File: config.mk
export PLATFORM = sky130hd
export DESIGN_NAME = vga_timing_ctrl
export DESIGN_NICKNAME = d
export VERILOG_FILES = /design/src/rtl/vga_timing_ctrl.sv
export SDC_FILE = /design/constraint.sdc
export NUM_CORES = 1
export LEC_CHECK = 0
export ABC_CLOCK_PERIOD_IN_PS = 2150
export BUFFER_PORTS_ARGS = -buffer_cell sky130_fd_sc_hd__buf_2
export CORE_MARGIN = 1.5
export CORE_UTILIZATION = 50
export CTS_CLUSTER_SIZE = 16
export DETAILED_ROUTE_END_ITERATION = 8
export PLACE_DENSITY = 0.74
export SKIP_CTS_REPAIR_TIMING = 1
export SLEW_MARGIN = 20
export SYNTH_ARGS = -nofsm -noshare
export SYNTH_HDL_FRONTEND = slang
export SYNTH_SLANG_ARGS = --single-unit
File: constraint.sdc
create_clock -name clk -period 2.15 [get_ports clk]
set_input_delay 0.3225 -clock clk [delete_from_list [all_inputs] [get_ports clk]]
set_output_delay 0.3225 -clock clk [all_outputs]
set_load 0.01 [all_outputs]
File: src/rtl/vga_timing_ctrl.sv
// VGA raster timing generator: pixel-rate enable, H/V counters and decoded sync/blanking.
// A frame in progress always finishes once started; it stops at the frame end unless en is re-raised.
module vga_timing_ctrl #(
    parameter int unsigned H_VISIBLE = 640,
    parameter int unsigned H_FP      = 16,
    parameter int unsigned H_SYNC    = 96,
    parameter int unsigned H_BP      = 48,
    parameter int unsigned V_VISIBLE = 480,
    parameter int unsigned V_FP      = 10,
    parameter int unsigned V_SYNC    = 2,
    parameter int unsigned V_BP      = 33
) (
    input  logic       clk,
    input  logic       reset_n,
    input  logic       en,
    output logic       pixel_tick,
    output logic       hsync_n,
    output logic       vsync_n,
    output logic       video_on,
    output logic [9:0] pixel_x,
    output logic [9:0] pixel_y,
    output logic       frame_start,
    output logic       busy
);

    localparam int unsigned H_TOTAL = H_VISIBLE + H_FP + H_SYNC + H_BP;
    localparam int unsigned V_TOTAL = V_VISIBLE + V_FP + V_SYNC + V_BP;

    localparam logic [9:0] H_LAST   = 10'(H_TOTAL - 1);
    localparam logic [9:0] V_LAST   = 10'(V_TOTAL - 1);
    localparam logic [9:0] H_VIS    = 10'(H_VISIBLE);
    localparam logic [9:0] V_VIS    = 10'(V_VISIBLE);
    localparam logic [9:0] HS_START = 10'(H_VISIBLE + H_FP);
    localparam logic [9:0] HS_END   = 10'(H_VISIBLE + H_FP + H_SYNC);
    localparam logic [9:0] VS_START = 10'(V_VISIBLE + V_FP);
    localparam logic [9:0] VS_END   = 10'(V_VISIBLE + V_FP + V_SYNC);

    typedef enum logic [1:0] {
        IDLE,
        RUN,
        DRAIN
    } state_t;

    state_t     state_q;
    state_t     state_d;
    logic       tick_q;
    logic [9:0] x_q;
    logic [9:0] y_q;
    logic       x_last;
    logic       y_last;
    logic       frame_end;

    // >= rather than == so an out-of-range count can never run past TOTAL-1
    assign x_last    = (x_q >= H_LAST);
    assign y_last    = (y_q >= V_LAST);
    assign frame_end = tick_q && x_last && y_last;

    always_ff @(posedge clk or negedge reset_n) begin
        if (!reset_n) begin
            state_q <= IDLE;
        end else begin
            state_q <= state_d;
        end
    end

    always_comb begin
        state_d = state_q;
        case (state_q)
            IDLE: begin
                if (en) state_d = RUN;
            end
            RUN: begin
                if (!en) state_d = DRAIN;
            end
            DRAIN: begin
                if (en) begin
                    state_d = RUN;
                end else if (frame_end) begin
                    state_d = IDLE;
                end
            end
            default: state_d = IDLE;
        endcase
    end

    // The frame-end wrap already yields tick=0 and (0,0), so leaving DRAIN needs no special case.
    always_ff @(posedge clk or negedge reset_n) begin
        if (!reset_n) begin
            tick_q <= 1'b0;
            x_q    <= '0;
            y_q    <= '0;
        end else if (state_q == IDLE) begin
            tick_q <= 1'b0;
            x_q    <= '0;
            y_q    <= '0;
        end else begin
            tick_q <= ~tick_q;
            if (tick_q) begin
                if (x_last) begin
                    x_q <= '0;
                    y_q <= y_last ? '0 : y_q + 10'd1;
                end else begin
                    x_q <= x_q + 10'd1;
                end
            end
        end
    end

    always_comb begin
        busy        = (state_q != IDLE);
        pixel_tick  = busy && tick_q;
        pixel_x     = x_q;
        pixel_y     = y_q;
        hsync_n     = !(busy && (x_q >= HS_START) && (x_q < HS_END));
        vsync_n     = !(busy && (y_q >= VS_START) && (y_q < VS_END));
        video_on    = busy && (x_q < H_VIS) && (y_q < V_VIS);
        frame_start = busy && tick_q && (x_q == '0) && (y_q == '0);
    end

endmodule

; ---- Yosys cells after proc, flatten, opt, wreduce, memory -nomap -nowiden
; Cells that the tools add are included.
; W data, S select, Z words.
[op_classes]
n_mux = 13
n_lt_le_gt_ge = 8
n_eq_ne = 5
n_reduce_logical = 21
bitwise = 1
n_addsub = 2
[ops]
columns = op, n
row1 = $mux W10, 7
row2 = $ge A10 B10 Y1 const B, 3
row3 = $add A10 B1 Y10 const B, 2
row4 = $logic_not A10 Y1, 2
row5 = $lt A10 B10 Y1 const B, 2
row6 = $lt A10 B9 Y1 const B, 2
row7 = $logic_and A1 B1 Y1, 11
row8 = $ge A10 B9 Y1 const B, 1
row9 = $mux W2, 4
row10 = $pmux W2 S3, 1
row11 = $reduce_bool A2 Y1, 3
row12 = $ne A2 B2 Y1 const B, 2
row13 = $ne A3 B3 Y1 const B, 1
row14 = $reduce_and A3 Y1, 1
row15 = $eq A2 B1 Y1 const B, 1
row16 = $eq A2 B2 Y1 const B, 1
row17 = $logic_not A1 Y1, 2
row18 = $logic_not A2 Y1, 1
row19 = $reduce_and A2 Y1, 1
row20 = $mux W1, 1
row21 = $not A1 Y1, 1
[word_totals]
regBits = 23
out_inout_bits = 26

; ---- Longest topological paths before layout
[logic_depth]
word_depth = 6
depth_mapped = 6
depth_no_buf = 6

; ---- Worst setup path after synthesis
; Ideal clock, no wire load.
[synth_timing]
path_kind = reg2out
start = register y_q[5] (netlist: pixel_y[5])
end = output frame_start
arrival_ps = 1469
stages_incl_launch_ff = 4
setup_slack_ps = 359
t_required_ps = 1827
cell_sequence = dfrtp_1 buf_6 or4_4 nor4_1
[synth_via]
elab_chain_cells = 2
[synth_rtl]
columns = item, line
row1 = start: declaration, 48  ; logic [9:0] y_q;
row2 = start signal: assignment, 101  ; y_q <= y_last ? '0 : y_q + 10'd1;
row3 = $logic_not A10 Y1, 117  ; frame_start = busy && tick_q && (x_q == '0) && (y_q == '0);
row4 = $logic_and A1 B1 Y1, 117
row5 = end: declaration, 22  ; output logic frame_start,
; No other way between the ends.

; ---- Worst setup path after layout
[layout_timing]
start = register y_q[6] (netlist: pixel_y[6])
end = output frame_start
; Same word-level chain as after synthesis.

==> out/qor.csv <==
metric,value,unit
clk_pin_slew,120,ps
synthArstFlopShare,1.00,
cts_tree,done,
worst_pin_slew,622,ps
crit_type,reg -> out,
yosys_register_bits,23,
layout_setup_ws,56.9,ps
clock_latency,310,ps
rows,19,
r2r-end,pixel_y[5],
p_total,0.000802,W
grt_pass1_vias,1211,
synth_top_flop_cell,dfrtp_1,
preCtsSetupSlack,296,ps
cp_num_buf_inv,1,
start_util,0.525,
grt_pass1_wl,5490,um
crit_start,pixel_y[6],
instances_no_fill,217,
cp_slowest_stage_delay,580,ps
wl,3470,um
routed-wl-met3,185,um
r2r_slack,280,ps
crit_cells,3,
ys_seq_area_frac,0.401,
first_pass_iters,4,
p_int,0.000568,W
gp_congestion,0.831,
grt_max_degree,24,
switching_power,0.000234,W
p_clk_frac,0.251,
ant_nets,0,
power_density,489,nW/um^2
worstPathRequired,1830,ps
critPathLaunchType,flop,
switching_share,0.292,
fillers,240,
synth.distinct_cells,47,
final-setup-viol-count,0,
critical-path-top-delay-family,simple AND/OR/NAND/NOR gates,
cts_root_buf,clkbuf_4,
crit_chain,"or4_4, nor4_2, buf_2",
syn_to_final_growth,14.3,%
max_cap_viol_count,0,
dr_wl_met2,1620,um
routedWlPerCell,16.0,um
critPathCaptureType,primary output,
post_dp_cell_area,1590,sq um
hold_class,in -> reg,
coreArea,2730,sq um
slowest_stage,or4_4,
rr_worst_depth,4,
period_needed,2090,ps
finalHoldViolCount,0,
syn_inst,160,
drive_above_1_share,0.258,
port-buffer-count,28,
avgViaCountPerCell,6.33,
vias,1374,
antennaDiodeCount,0,
synth_edf_count,0,
finClkSkew,2.72,ps
arrival,1770,ps
vdd_drop_max,0.420,mV
overflow,0,
drcViolationCount,0,
p_seq_frac,0.585,
cts_buffers,3,
wl_met1,1630,um
crit_path_max_fanout,8,
synthesis.nets,167,
endpoint,frame_start,
synthTopCellsByArea,"dfrtp_1 40%, nand3_1 4.5%, nand4_1 3.9%",
clock_tree.buffer_depth,2,
die_w,56.6,um
track_usage,0.217,
placed_cells,212,
clock_sinks,23,
htreeDepth,1,
avgSynthCellArea,8.98,sq um
die_area,3200,sq um
antenna_found_initial,0,
netlist_area,1440,sq um
fp.dieH,56.6,um
drv_slew,0,
finish.utilization,0.600,
p_leak,0.705,nW
synth_top_area_frac,0.401,
yosysWarnings,0,
final_area,1640,sq um
timing.final.crit_share,0.974,
p_comb_frac,0.165,
drt-initial-drc-count,102,
nNetsFinal,194,
top_layer,met4,
status,finished clean,
fmax,478,MHz
yosysTopAreaCell,dfrtp_1,
num_io_pins,29,
slew_headroom,0.584,
crit-reg2reg-launch,pixel_y[6],
place_hpwl,2480,um
## cell families (layout without fill, tap and decap cells)
| kind of cell | Yosys count | in the layout | synth area share |
|---|---|---|---|
| compound gates | 46 | 46 | 0.232 |
| xor+xnor | 1 | 1 | 0.00610 |
| fa+ha+maj | 4 | 4 | 0.0348 |
| buf+inv | 18 | 44 | 0.0531 |
| flops | 23 | 23 | 0.401 |
| simple gates | 68 | 68 | 0.274 |
## synthesized netlist by cell type, types with 2 or more instances
cell type / count
o21a_1: 2
and2_1: 3
a21oi_1: 5
a21o_1: 3
nand4_1: 9
nand2b_1: 2
nor2_1: 2
a31oi_1: 5
o22ai_1: 3
nand2_1: 13
inv_1: 8
nand3_1: 13
or2_2: 2
o31ai_1: 3
nor2b_1: 2
or3_1: 3
nor3_1: 5
clkbuf_1: 7
dfrtp_1: 23
a32oi_1: 6
o21ai_1: 2
and3_1: 3
nor4_1: 3
ha_1: 4
o21ai_0: 7
## power by group through the flow
stage	Clock, W	Sequential (W)	Combinational [W]
6_report	0.000201	0.000469	0.000132
5_1_grt	0.000218	0.000474	0.000147
4_1_cts	0.000205	0.000469	0.000128
3_5_place_dp	0	0.000477	0.000128
3_3_place_gp	0	0.000476	0.000126
2_1_floorplan	0	0.000474	0.0000761
## per-layer routing
metal | vias up | track usage
li1 | 661 | -
met1 | 649 | 0.324
met2 | 58 | 0.309
met3 | 6 | 0.0300
met4 | 0 | 0.0986
met5 | - | 0
## layout make-up
type                       count  area (sq um)  share of cell area
clock buffer                   4          26.3              0.0160
inverter                       9          33.8              0.0206
multi-input combinational    119           797               0.486
sequential                    23           581               0.354
tap                           31          38.8              0.0236
timing repair buffer          31           165               0.101
## metrics by stage
step                hold WS (ps)  setup TNS (ps)
global route                 159           -15.6
CTS                        -19.4           -4.09
global placement             317               0
floorplan                   26.9               0
finish                       152               0
detailed placement           332               0
## cells in the final DEF, fill, tap and decap left out, types with 3 or more instances in the layout
cell type  count
o21ai_0        7
o22ai_1        3
a32oi_1        6
and2_1         3
nor3_1         5
buf_2         28
a21oi_1        5
nand4_1        9
dfrtp_1       19
a21o_1         3
ha_1           4
o31ai_1        3
nand2_1       13
a31oi_1        5
and3_1         3
inv_1          8
clkbuf_4       3
or3_1          3
nand3_1       13
dfrtp_2        4
## how the worst min path moves through the flow
stage / start / end / cells past startpoint
3_3_place_gp: reset_n / pixel_x[0] / 1
2_1_floorplan: reset_n / pixel_x[0] / 0
3_5_place_dp: reset_n / pixel_x[4] / 1
4_1_cts: reset_n / pixel_x[4] / 1
5_1_grt: en / state_q[1] / 2
6_report: en / state_q[1] / 2
## flip-flops by register name (all words and copies together) (netlist names)
signal,count
pixel_x,10
pixel_y,10
state_q,2
tick_q,1
Note: power is estimated with default switching activity, not from simulation.
